File: src/rtl/vga_scanout_if.sv
// ----------------------------------------------------------------------------
// vga_scanout_if
// Bundles the framebuffer read port and the VGA DAC pins of vga_scanout.
//
//   master (scanout side)
//     fb_address   out  framebuffer read address
//     fb_q         in   framebuffer read data, one clock after fb_address
//     vga_r/g/b    out  8-bit colour per channel
//     vga_hs       out  hsync, active low
//     vga_vs       out  vsync, active low
//     vga_blank_n  out  high in the visible region
//     vga_sync_n   out  composite sync, held low
//     frame_start  out  one-clock pulse at the start of vertical blank
//     in_vblank    out  high during vertical blank
//   slave (RAM / board side): the same signals with directions reversed
// ----------------------------------------------------------------------------
interface vga_scanout_if #(
    parameter int COLOR_DEPTH = 9,
    parameter int ADDR_WIDTH  = 15
) ();
    logic [ADDR_WIDTH-1:0]  fb_address;
    logic [COLOR_DEPTH-1:0] fb_q;
    logic [7:0]             vga_r;
    logic [7:0]             vga_g;
    logic [7:0]             vga_b;
    logic                   vga_hs;
    logic                   vga_vs;
    logic                   vga_blank_n;
    logic                   vga_sync_n;
    logic                   frame_start;
    logic                   in_vblank;

    modport master (
        output fb_address,
        input  fb_q,
        output vga_r,
        output vga_g,
        output vga_b,
        output vga_hs,
        output vga_vs,
        output vga_blank_n,
        output vga_sync_n,
        output frame_start,
        output in_vblank
    );

    modport slave (
        input  fb_address,
        output fb_q,
        input  vga_r,
        input  vga_g,
        input  vga_b,
        input  vga_hs,
        input  vga_vs,
        input  vga_blank_n,
        input  vga_sync_n,
        input  frame_start,
        input  in_vblank
    );
endinterface

File: src/rtl/vga_scanout.sv
// ----------------------------------------------------------------------------
// vga_scanout
// Reads the 160x120 framebuffer and drives 640x480@60 VGA, each framebuffer
// pixel replicated 4x4. The reader is free running: it never stalls and has
// no handshake with the RAM, which has a fixed one-clock read latency.
//
// Ports
//   clock    in  25 MHz pixel clock
//   resetn   in  asynchronous, active-low reset; scan restarts at (0,0)
//   bus      vga_scanout_if.master: framebuffer read port, VGA pins,
//            frame_start / in_vblank for the draw-engine scheduler
//
// Pipeline (stage 0 = counter values)
//   S1  fb_address and visible/hsync/vsync flags registered
//   S2  RAM returns fb_q; flags delayed once more
//   S3  colour and sync/blank output registers load together
// All pins derived from counter position (h,v) therefore appear exactly three
// clocks later, so colour, sync and blank stay mutually aligned.
// frame_start and in_vblank are taken straight from the counters (undelayed).
// ----------------------------------------------------------------------------
module vga_scanout #(
    parameter int COLOR_DEPTH = 9,
    parameter int FB_WIDTH    = 160,
    parameter int FB_HEIGHT   = 120,
    parameter int ADDR_WIDTH  = 15
) (
    input  logic          clock,
    input  logic          resetn,
    vga_scanout_if.master bus
);

    // ------------------------------------------------------------------------
    // 640x480@60 timing, counts are inclusive
    // ------------------------------------------------------------------------
    localparam logic [9:0] H_VISIBLE    = 10'(FB_WIDTH * 4);   // 640
    localparam logic [9:0] H_SYNC_START = 10'd656;
    localparam logic [9:0] H_SYNC_END   = 10'd751;
    localparam logic [9:0] H_LAST       = 10'd799;
    localparam logic [9:0] V_VISIBLE    = 10'(FB_HEIGHT * 4);  // 480
    localparam logic [9:0] V_SYNC_START = 10'd490;
    localparam logic [9:0] V_SYNC_END   = 10'd491;
    localparam logic [9:0] V_LAST       = 10'd524;

    localparam int N_CHAN = 3;                 // R, G, B
    localparam int CH_W   = COLOR_DEPTH / N_CHAN;

    // Active-high region flags carried down the pipeline alongside the pixel.
    typedef struct packed {
        logic visible;
        logic hsync;
        logic vsync;
    } scan_flags_t;

    // ------------------------------------------------------------------------
    // Stage 0: raster counters
    // ------------------------------------------------------------------------
    logic [9:0] r_h_cnt;
    logic [9:0] r_v_cnt;
    logic       w_h_last;
    logic       w_v_last;

    assign w_h_last = (r_h_cnt == H_LAST);
    assign w_v_last = (r_v_cnt == V_LAST);

    always_ff @(posedge clock or negedge resetn) begin
        if (!resetn) begin
            r_h_cnt <= '0;
            r_v_cnt <= '0;
        end else if (w_h_last) begin
            r_h_cnt <= '0;
            r_v_cnt <= w_v_last ? 10'd0 : r_v_cnt + 10'd1;
        end else begin
            r_h_cnt <= r_h_cnt + 10'd1;
        end
    end

    // Region decode at stage 0.
    scan_flags_t w_flags_s0;

    always_comb begin
        w_flags_s0         = '0;
        w_flags_s0.visible = (r_h_cnt < H_VISIBLE) && (r_v_cnt < V_VISIBLE);
        w_flags_s0.hsync   = (r_h_cnt >= H_SYNC_START) && (r_h_cnt <= H_SYNC_END);
        w_flags_s0.vsync   = (r_v_cnt >= V_SYNC_START) && (r_v_cnt <= V_SYNC_END);
    end

    // Framebuffer address: row*160 + col with row = v/4, col = h/4.
    // The x160 multiply is (row<<7) + (row<<5). Inside the visible window row
    // is at most 119 and col at most 159, so the result never exceeds 19199.
    logic [6:0]            w_fb_row;
    logic [7:0]            w_fb_col;
    logic [ADDR_WIDTH-1:0] w_row_ext;
    logic [ADDR_WIDTH-1:0] w_fb_addr;

    assign w_fb_row  = r_v_cnt[8:2];
    assign w_fb_col  = r_h_cnt[9:2];
    assign w_row_ext = ADDR_WIDTH'(w_fb_row);
    assign w_fb_addr = (w_row_ext << 7) + (w_row_ext << 5) + ADDR_WIDTH'(w_fb_col);

    // ------------------------------------------------------------------------
    // Stage 1: registered read address and flags
    // ------------------------------------------------------------------------
    logic [ADDR_WIDTH-1:0] r_fb_address;
    scan_flags_t           r_flags_s1;

    always_ff @(posedge clock or negedge resetn) begin
        if (!resetn) begin
            r_fb_address <= '0;
            r_flags_s1   <= '0;
        end else begin
            // Blanked positions read address 0 so the bus stays quiet.
            r_fb_address <= w_flags_s0.visible ? w_fb_addr : '0;
            r_flags_s1   <= w_flags_s0;
        end
    end

    // ------------------------------------------------------------------------
    // Stage 2: RAM latency; flags wait for fb_q
    // ------------------------------------------------------------------------
    scan_flags_t r_flags_s2;

    always_ff @(posedge clock or negedge resetn) begin
        if (!resetn) begin
            r_flags_s2 <= '0;
        end else begin
            r_flags_s2 <= r_flags_s1;
        end
    end

    // Colour expansion, one 3-bit channel to 8 bits: {c, c, c[2:1]}.
    // Channel 0 is blue (fb_q[2:0]), 1 green, 2 red (fb_q[8:6]).
    logic [7:0] w_chan_expanded [N_CHAN];

    for (genvar gi = 0; gi < N_CHAN; gi++) begin : g_chan
        logic [CH_W-1:0] w_c;
        assign w_c                 = bus.fb_q[gi*CH_W +: CH_W];
        assign w_chan_expanded[gi] = {w_c, w_c, w_c[CH_W-1:1]};
    end

    // ------------------------------------------------------------------------
    // Stage 3: output registers
    // ------------------------------------------------------------------------
    logic [7:0] r_vga_r;
    logic [7:0] r_vga_g;
    logic [7:0] r_vga_b;
    logic       r_vga_hs;
    logic       r_vga_vs;
    logic       r_vga_blank_n;

    always_ff @(posedge clock or negedge resetn) begin
        if (!resetn) begin
            r_vga_r       <= '0;
            r_vga_g       <= '0;
            r_vga_b       <= '0;
            r_vga_hs      <= 1'b1;
            r_vga_vs      <= 1'b1;
            r_vga_blank_n <= 1'b0;
        end else begin
            // Outside the visible window the DAC must see black whatever the
            // RAM returns (it is reading address 0 then).
            r_vga_r       <= r_flags_s2.visible ? w_chan_expanded[2] : 8'd0;
            r_vga_g       <= r_flags_s2.visible ? w_chan_expanded[1] : 8'd0;
            r_vga_b       <= r_flags_s2.visible ? w_chan_expanded[0] : 8'd0;
            r_vga_hs      <= ~r_flags_s2.hsync;
            r_vga_vs      <= ~r_flags_s2.vsync;
            r_vga_blank_n <= r_flags_s2.visible;
        end
    end

    // ------------------------------------------------------------------------
    // Outputs
    // ------------------------------------------------------------------------
    assign bus.fb_address  = r_fb_address;
    assign bus.vga_r       = r_vga_r;
    assign bus.vga_g       = r_vga_g;
    assign bus.vga_b       = r_vga_b;
    assign bus.vga_hs      = r_vga_hs;
    assign bus.vga_vs      = r_vga_vs;
    assign bus.vga_blank_n = r_vga_blank_n;
    assign bus.vga_sync_n  = 1'b0;

    // Scheduler hints come straight off the counters so the background
    // engine gets the whole blanking interval.
    assign bus.frame_start = (r_h_cnt == 10'd0) && (r_v_cnt == V_VISIBLE);
    assign bus.in_vblank   = (r_v_cnt >= V_VISIBLE);

endmodule

File: src/flat_wrapper.sv
// flat-port wrapper written by rule: the top's interface ports become plain ports
module vga_scanout_flat 
#(
    parameter int COLOR_DEPTH = 9,
    parameter int FB_WIDTH    = 160,
    parameter int FB_HEIGHT   = 120,
    parameter int ADDR_WIDTH  = 15
)
  (clock, resetn, bus_fb_address, bus_fb_q, bus_vga_r, bus_vga_g, bus_vga_b, bus_vga_hs, bus_vga_vs, bus_vga_blank_n, bus_vga_sync_n, bus_frame_start, bus_in_vblank);
  vga_scanout_if #(.COLOR_DEPTH(COLOR_DEPTH), .ADDR_WIDTH(ADDR_WIDTH)) bus_i ();
  input  logic clock;
  input  logic resetn;
  output wire logic [$bits(bus_i.fb_address)-1:0] bus_fb_address;
  input wire logic [$bits(bus_i.fb_q)-1:0] bus_fb_q;
  output wire logic [$bits(bus_i.vga_r)-1:0] bus_vga_r;
  output wire logic [$bits(bus_i.vga_g)-1:0] bus_vga_g;
  output wire logic [$bits(bus_i.vga_b)-1:0] bus_vga_b;
  output wire logic [$bits(bus_i.vga_hs)-1:0] bus_vga_hs;
  output wire logic [$bits(bus_i.vga_vs)-1:0] bus_vga_vs;
  output wire logic [$bits(bus_i.vga_blank_n)-1:0] bus_vga_blank_n;
  output wire logic [$bits(bus_i.vga_sync_n)-1:0] bus_vga_sync_n;
  output wire logic [$bits(bus_i.frame_start)-1:0] bus_frame_start;
  output wire logic [$bits(bus_i.in_vblank)-1:0] bus_in_vblank;
  assign bus_fb_address = bus_i.fb_address;
  assign bus_i.fb_q = bus_fb_q;
  assign bus_vga_r = bus_i.vga_r;
  assign bus_vga_g = bus_i.vga_g;
  assign bus_vga_b = bus_i.vga_b;
  assign bus_vga_hs = bus_i.vga_hs;
  assign bus_vga_vs = bus_i.vga_vs;
  assign bus_vga_blank_n = bus_i.vga_blank_n;
  assign bus_vga_sync_n = bus_i.vga_sync_n;
  assign bus_frame_start = bus_i.frame_start;
  assign bus_in_vblank = bus_i.in_vblank;
  vga_scanout #(.COLOR_DEPTH(COLOR_DEPTH), .FB_WIDTH(FB_WIDTH), .FB_HEIGHT(FB_HEIGHT), .ADDR_WIDTH(ADDR_WIDTH)) u_core (.clock(clock), .resetn(resetn), .bus(bus_i));
endmodule
File: config.mk
export PLATFORM = sky130hd
export DESIGN_NAME = vga_scanout_flat
export DESIGN_NICKNAME = d
export VERILOG_FILES = /design/src/rtl/vga_scanout_if.sv /design/src/rtl/vga_scanout.sv /design/src/flat_wrapper.sv
export SDC_FILE = /design/constraint.sdc
export NUM_CORES = 1
export LEC_CHECK = 0
export CAP_MARGIN = 20
export CORE_UTILIZATION = 55
export DETAILED_ROUTE_END_ITERATION = 6
export MAX_ROUTING_LAYER = met4
export PLACE_DENSITY = 0.85
export SYNTH_ARGS = -nofsm -noshare
export SYNTH_HDL_FRONTEND = slang
export SYNTH_SLANG_ARGS = --single-unit
File: constraint.sdc
create_clock -name clock -period 5.8 [get_ports clock]
set_input_delay 1.74 -clock clock [delete_from_list [all_inputs] [get_ports clock]]
set_output_delay 1.74 -clock clock [all_outputs]
set_load 0.02 [all_outputs]
==> results.cfg, run 1 <==
[run_status]
status = finished, violations left
violations = DRC

[logic_synthesis]
synth.most_common_cell = dfrtp_1
syn_area_sq_um = 2630
synthMuxAreaShare_pct = 1.14
seq_area_frac_synth_pct = 50.5
synth_top_area_cell = dfrtp_1
synth_xor_area_share_pct = 4.32
synth_fa_ha_area_share_pct = 10.1
ys_seq_elements = 53
yosys.area_share.simple_pct = 18.8
synth_area_leaders = dfrtp_1 48%, ha_1 8.6%, buf_4 4.6%
syn_avg_cell_area_sq_um = 10.7
syn-num-nets = 278
synthFlopType = dfrtp_1
synth_top_family_by_area = simple AND/OR/NAND/NOR gates
synth_compound_area_share_pct = 6.75
synth_cell_types = 45
yosysWarnings = 0
synthCells = 247
synth-edff-count = 0
async_flop_share_pct = 100
synthTopCellsByCount = 51 x dfrtp_1, 19 x nor2_1, 18 x ha_1
synth_top_area_share_pct = 48.5

[route]
wl_met2_mm = 2.32
vias_per_cell = 5.50
avgRoutedWirePerCell_um = 14.2
dr.pass1.iters = 6
wl_met3_um = 272
ant_nets = 0
wl_mm = 4.80
drcViolationCount = 10
num_vias = 1863
top_layer_used = met4
drt-initial-drc-count = 123
wl_met1_mm = 2.14

[worst_setup_path]
critPathMaxFanout = 7
cp-startpoint = u_core.r_v_cnt[1]
crit_type = flop to output pin
worstPathArrival_ns = 2.09
cp.required_ns = 4.06
cp_slowest_cell = clkdlybuf4s50_1
reg2reg_from = u_core.r_v_cnt[2]
ff2ff_path_depth = 8
start_kind = flop
cp-end-kind = output pin
path_cells = nor4_1, nand3_1, nor2_1, clkdlybuf4s50_1
cpPeakStageDelay_ns = 0.63

[die]
pin_count = 56
core_area_sq_um = 4470
start_util_pct = 58.9
die_h_um = 71.2
num_rows = 24
die-area_sq_um = 5070
die_x_um = 71.2

[grt]
grt.total_usage_pct = 21.4
antenna_found_initial = 0
grt_pass1_vias = 1733
grt_max_degree = 54
grt_pass1_wl_mm = 8.16
grt_overflow = 0

[sta]
min_period_ns = 3.83
relSlewSlack_pct = 57.7
worstMarginPinSlew_ns = 0.635
fin_setup_tns_ns = 0
fmax_ghz = 0.261
hold_viol = 0
layout_setup_ws_ns = 1.97
period_share_pct = 66.0
setup_viol = 0
rsz0062_at_grt = no
clock_skew_ns = 0.00839
drv_slew = 0

[place]
pre_cts_ws_ns = 2.32
hpwl_mm = 3.54
gp_congestion = 0.910
placed_cell_area_sq_um = 3090
port_buffers = 54

[hold_path]
hold_path_class = flop to flop
hp-start = u_core.r_flags_s1[0]
whs_path_depth = 0

[layout]
diodes = 0
nets = 317
drive_gt1_share_pct = 5.92
final_area_sq_um = 3180
area_growth_pct = 20.7

[clocking]
cts_setup_buffers = 0
clock_latency_ns = 0.31
numCtsBuffers = 5
cts_resized = 0
path_clk_slew_ns = 0.10
cts.sinks = 53
ctsHoldBuffers = 0
cts_buffer_depth = 2
ctsRootBufferMaster = clkbuf_8
cts_max_level = 2
cts_tree = yes

[job]
cap_violations = 0

[pwr]
power_leakage_nw = 1.49
ir_drop_uv = 115
power_density_nw_per_um2 = 199
[report_power, final]
group	total, mW	leakage [nW]	internal, mW	switching (mW)
clock network	0.213	0.0452	0.0881	0.124
registers	0.374	0.672	0.372	0.00194
logic	0.0442	0.769	0.0216	0.0227
total	0.631	1.49	0.482	0.149
[path summary, 6_finish.rpt]
check | to | slack (ns)
min | u_core.r_flags_s2[0] | 0.36
max in group asynchronous | u_core.bus.fb_address[12] | 3.85
min reg2reg | u_core.r_flags_s2[0] | 0.36
max | bus_frame_start | 1.97
max reg2reg | u_core.bus.fb_address[11] | 3.20
min in group asynchronous | u_core.r_v_cnt[9] | 1.52
[critical path, delay by kind of cell, from the launching register on]
kind / cells / cell delay (ns)
buf+inv: 1 / 0.63
simple gates: 3 / 0.70
flops: 1 / 0.46
[cell families (layout without fill, tap and decap cells)]
logic type	after synthesis	after routing
AND/OR/NAND/NOR	90	90
flip-flops	53	53
buffers and inverters	40	80
AO/OA/AOI/OAI	27	27
adder cells (fa/ha/maj)	20	20
XOR/XNOR	13	13
multiplexers	3	3
other	1	1
[layer usage]
metal,GRT usage [%],vias to the layer above
met3,4.13,11
li1,-,903
met4,5.33,0
met5,-,-
met1,27.6,874
met2,34.9,75
[cell usage in the layout, fill, tap and decap left out, types with 2 or more instances in the layout]
master           count
a211oi_1             3
a21oi_1              2
and2_1              16
and3_1               2
clkbuf_8             5
clkdlybuf4s50_1     53
dfrtp_1             51
dfstp_2              2
fa_1                 2
ha_1                18
inv_1               16
inv_6                2
mux2i_1              3
nand2_1              8
nand3_1             13
nand4_1              5
nor2_1              19
nor2b_1              2
nor3_1               6
nor4_1               5
o21a_1               3
o21ai_0              6
o21ai_1              4
o21bai_1             2
or3_1                6
xnor2_1              9
xor2_1               4
[registers in the layout, indices dropped and copies added (netlist names)]
signal and count:
u_core.bus.fb_address 15, u_core.bus.vga_b 3, u_core.bus.vga_blank_n 1, u_core.bus.vga_g 3, u_core.bus.vga_hs 1, u_core.bus.vga_r 3, u_core.bus.vga_vs 1, u_core.r_flags_s1 3
u_core.r_flags_s2 3, u_core.r_h_cnt 10, u_core.r_v_cnt 10
[metrics by stage]
step           hold slack (ns)  total power, mW  cells  util, %
2_1_floorplan            0.331            0.404    247        -
3_3_place_gp             0.334            0.426    331     69.0
3_5_place_dp             0.338            0.427    331     69.0
4_1_cts                  0.362            0.638    339     71.1
5_1_grt                  0.372            0.658    339     71.1
6_report                 0.359            0.631    339     71.1
[final cells by class]
class	instances	area, sq um
clock inverter	3	25.0
fill	313	1290
tap	52	65.1
timing repair buffer	55	543
sequential	53	1330
clock buffer	5	68.8
inverter	17	63.8
multi-input combinational	154	1080
(Power assumes the default switching activity.)
==> run 2: changes to the inputs <==
CORE_UTILIZATION = 51   (was 55)
PLACE_DENSITY = 0.8   (was 0.85)
clock period = 3.8 ns   (was 5.8 ns; I/O delays follow)
==> run 2 against run 1 <==
Net effect:
- the run now ends clean
- sequential power increased by 53%
- final cell count increased by 4.4%
- combinational power increased by 53%
- critical endpoint unchanged
- largest power group unchanged
==> results.cfg, run 2 (synthesized netlist as in run 1, its figures left out) <==
[route]
vias_per_cell = 5.20
drcViolationCount = 0
ant_nets = 0
wl_mm = 4.58
dr.pass1.iters = 6
num_vias = 1841
avgRoutedWirePerCell_um = 12.9
drt-initial-drc-count = 77

[die]
die_h_um = 73.9
die-area_sq_um = 5460
num_rows = 25
core_area_sq_um = 4850
start_util_pct = 54.3
die_x_um = 73.9
pin_count = 56

[layout]
final_cell_mix = 53 x clkdlybuf4s50_1, 51 x dfrtp_1, 19 x nor2_1
area_growth_pct = 21.4
fillers = 388
stdcell_count = 354
drive_gt1_share_pct = 5.92
final_area_sq_um = 3200
nets = 317
final_common_cell = clkdlybuf4s50_1
diodes = 0
largest_reg_flops = 15

[hold_path]
hp-start = u_core.r_flags_s1[2]
whs_path_depth = 0
hold_path_class = flop to flop
hold_end = u_core.r_flags_s2[2]

[pwr]
ir_drop_uv = 192
power_leakage_nw = 1.49
power_density_nw_per_um2 = 300

[clocking]
ctsHoldBuffers = 0
cts.sinks = 53
cts_buffer_depth = 2
ctsRootBufferMaster = clkbuf_8
cts_max_level = 2
path_clk_slew_ns = 0.10
numCtsBuffers = 5
clock_latency_ns = 0.31
cts_resized = 0
cts_setup_buffers = 0
cts_tree = yes

[sta]
fin_setup_tns_ns = 0
worstMarginPinSlew_ns = 0.656
min_period_ns = 3.13
clock_skew_ns = 0.00850
fmax_ghz = 0.319
setup_viol = 0
rsz0062_at_grt = no
drv_slew = 0
period_share_pct = 82.5
hold_viol = 0
relSlewSlack_pct = 56.3
layout_setup_ws_ns = 0.665

[place]
hpwl_mm = 3.51
placed_cell_area_sq_um = 3100
gp_congestion = 0.871
pre_cts_ws_ns = 0.992
dp.cells = 346
port_buffers = 54

[grt]
grt_pass1_wl_mm = 7.78
antenna_found_initial = 0
grt_max_degree = 31
grt_pass1_vias = 1724
grt.total_usage_pct = 19.7
grt_overflow = 0

[worst_setup_path]
cp-end-kind = output pin
reg2reg_setup_slack_ns = 1.24
cp.required_ns = 2.66
worstPathArrival_ns = 1.99
reg2reg_from = u_core.r_v_cnt[2]
cp_slowest_cell = clkdlybuf4s50_1
critPathMaxFanout = 5
start_kind = flop
r2r-end = u_core.bus.fb_address[13]
path_cells = inv_1, ha_1, nor4b_1, nand3_1, nor2_1, clkdlybuf4s50_1
cpPeakStageDelay_ns = 0.61
crit_type = flop to output pin
ff2ff_path_depth = 8

[job]
cap_violations = 0

[run_status]
status = completed
run 2: cell types whose count changed in the layout (fill, tap and decap cells not counted), sizes merged:
cell | previous run | this run
clkinv | 0 | 1
inv | 19 | 18
run 2: final cells by class:
class | count | area (sq um) | share of cell area [%]
multi-input cells | 154 | 1080 | 33.9
clock buffers | 5 | 68.8 | 2.15
inverters | 17 | 63.8 | 2.00
clock inverters | 3 | 25.0 | 0.782
well taps | 67 | 83.8 | 2.62
flip-flops and latches | 53 | 1330 | 41.5
repair buffers | 55 | 543 | 17.0
run 2: layer usage:
layer	global-route usage, %	up-vias	routed length (um)
li1	-	906	-
met1	24.0	868	2030
met2	32.5	59	2240
met3	4.39	8	232
met4	6.62	0	80
met5	-	-	0
run 2: through the flow:
step / util (%) / hold WS (ns) / power, mW
after floorplan: - / 0.331 / 0.617
after global placement: 64.0 / 0.332 / 0.650
after detailed placement: 64.0 / 0.335 / 0.652
after CTS: 66.0 / 0.358 / 0.972
after global routing: 66.0 / 0.376 / 1.00
final: 66.0 / 0.356 / 0.961
run 2: worst max path at each step:
stage	startpoint	endpoint	slack, ns	cells after the start
3_3_place_gp	u_core.r_h_cnt[0]	bus_frame_start	1.02	6
5_1_grt	u_core.r_h_cnt[0]	bus_frame_start	0.47	6
2_1_floorplan	u_core.r_v_cnt[2]	u_core.bus.fb_address[13]	1.41	9
4_1_cts	u_core.r_h_cnt[0]	bus_frame_start	0.63	6
3_5_place_dp	u_core.r_h_cnt[0]	bus_frame_start	0.99	6
6_report	u_core.r_h_cnt[0]	bus_frame_start	0.67	6
run 2: where the power goes:
group	internal [mW]	total (mW)	switching, mW
registers	0.568	0.571	0.00298
clock network	0.133	0.322	0.189
logic	0.0329	0.0676	0.0347
run 2: worst max-delay path, delay by kind of cell (launching register included):
kind	cells	cell delay (ns)
fa+ha+maj	1	0.13
simple gates	3	0.44
buf+inv	2	0.68
flops	1	0.43
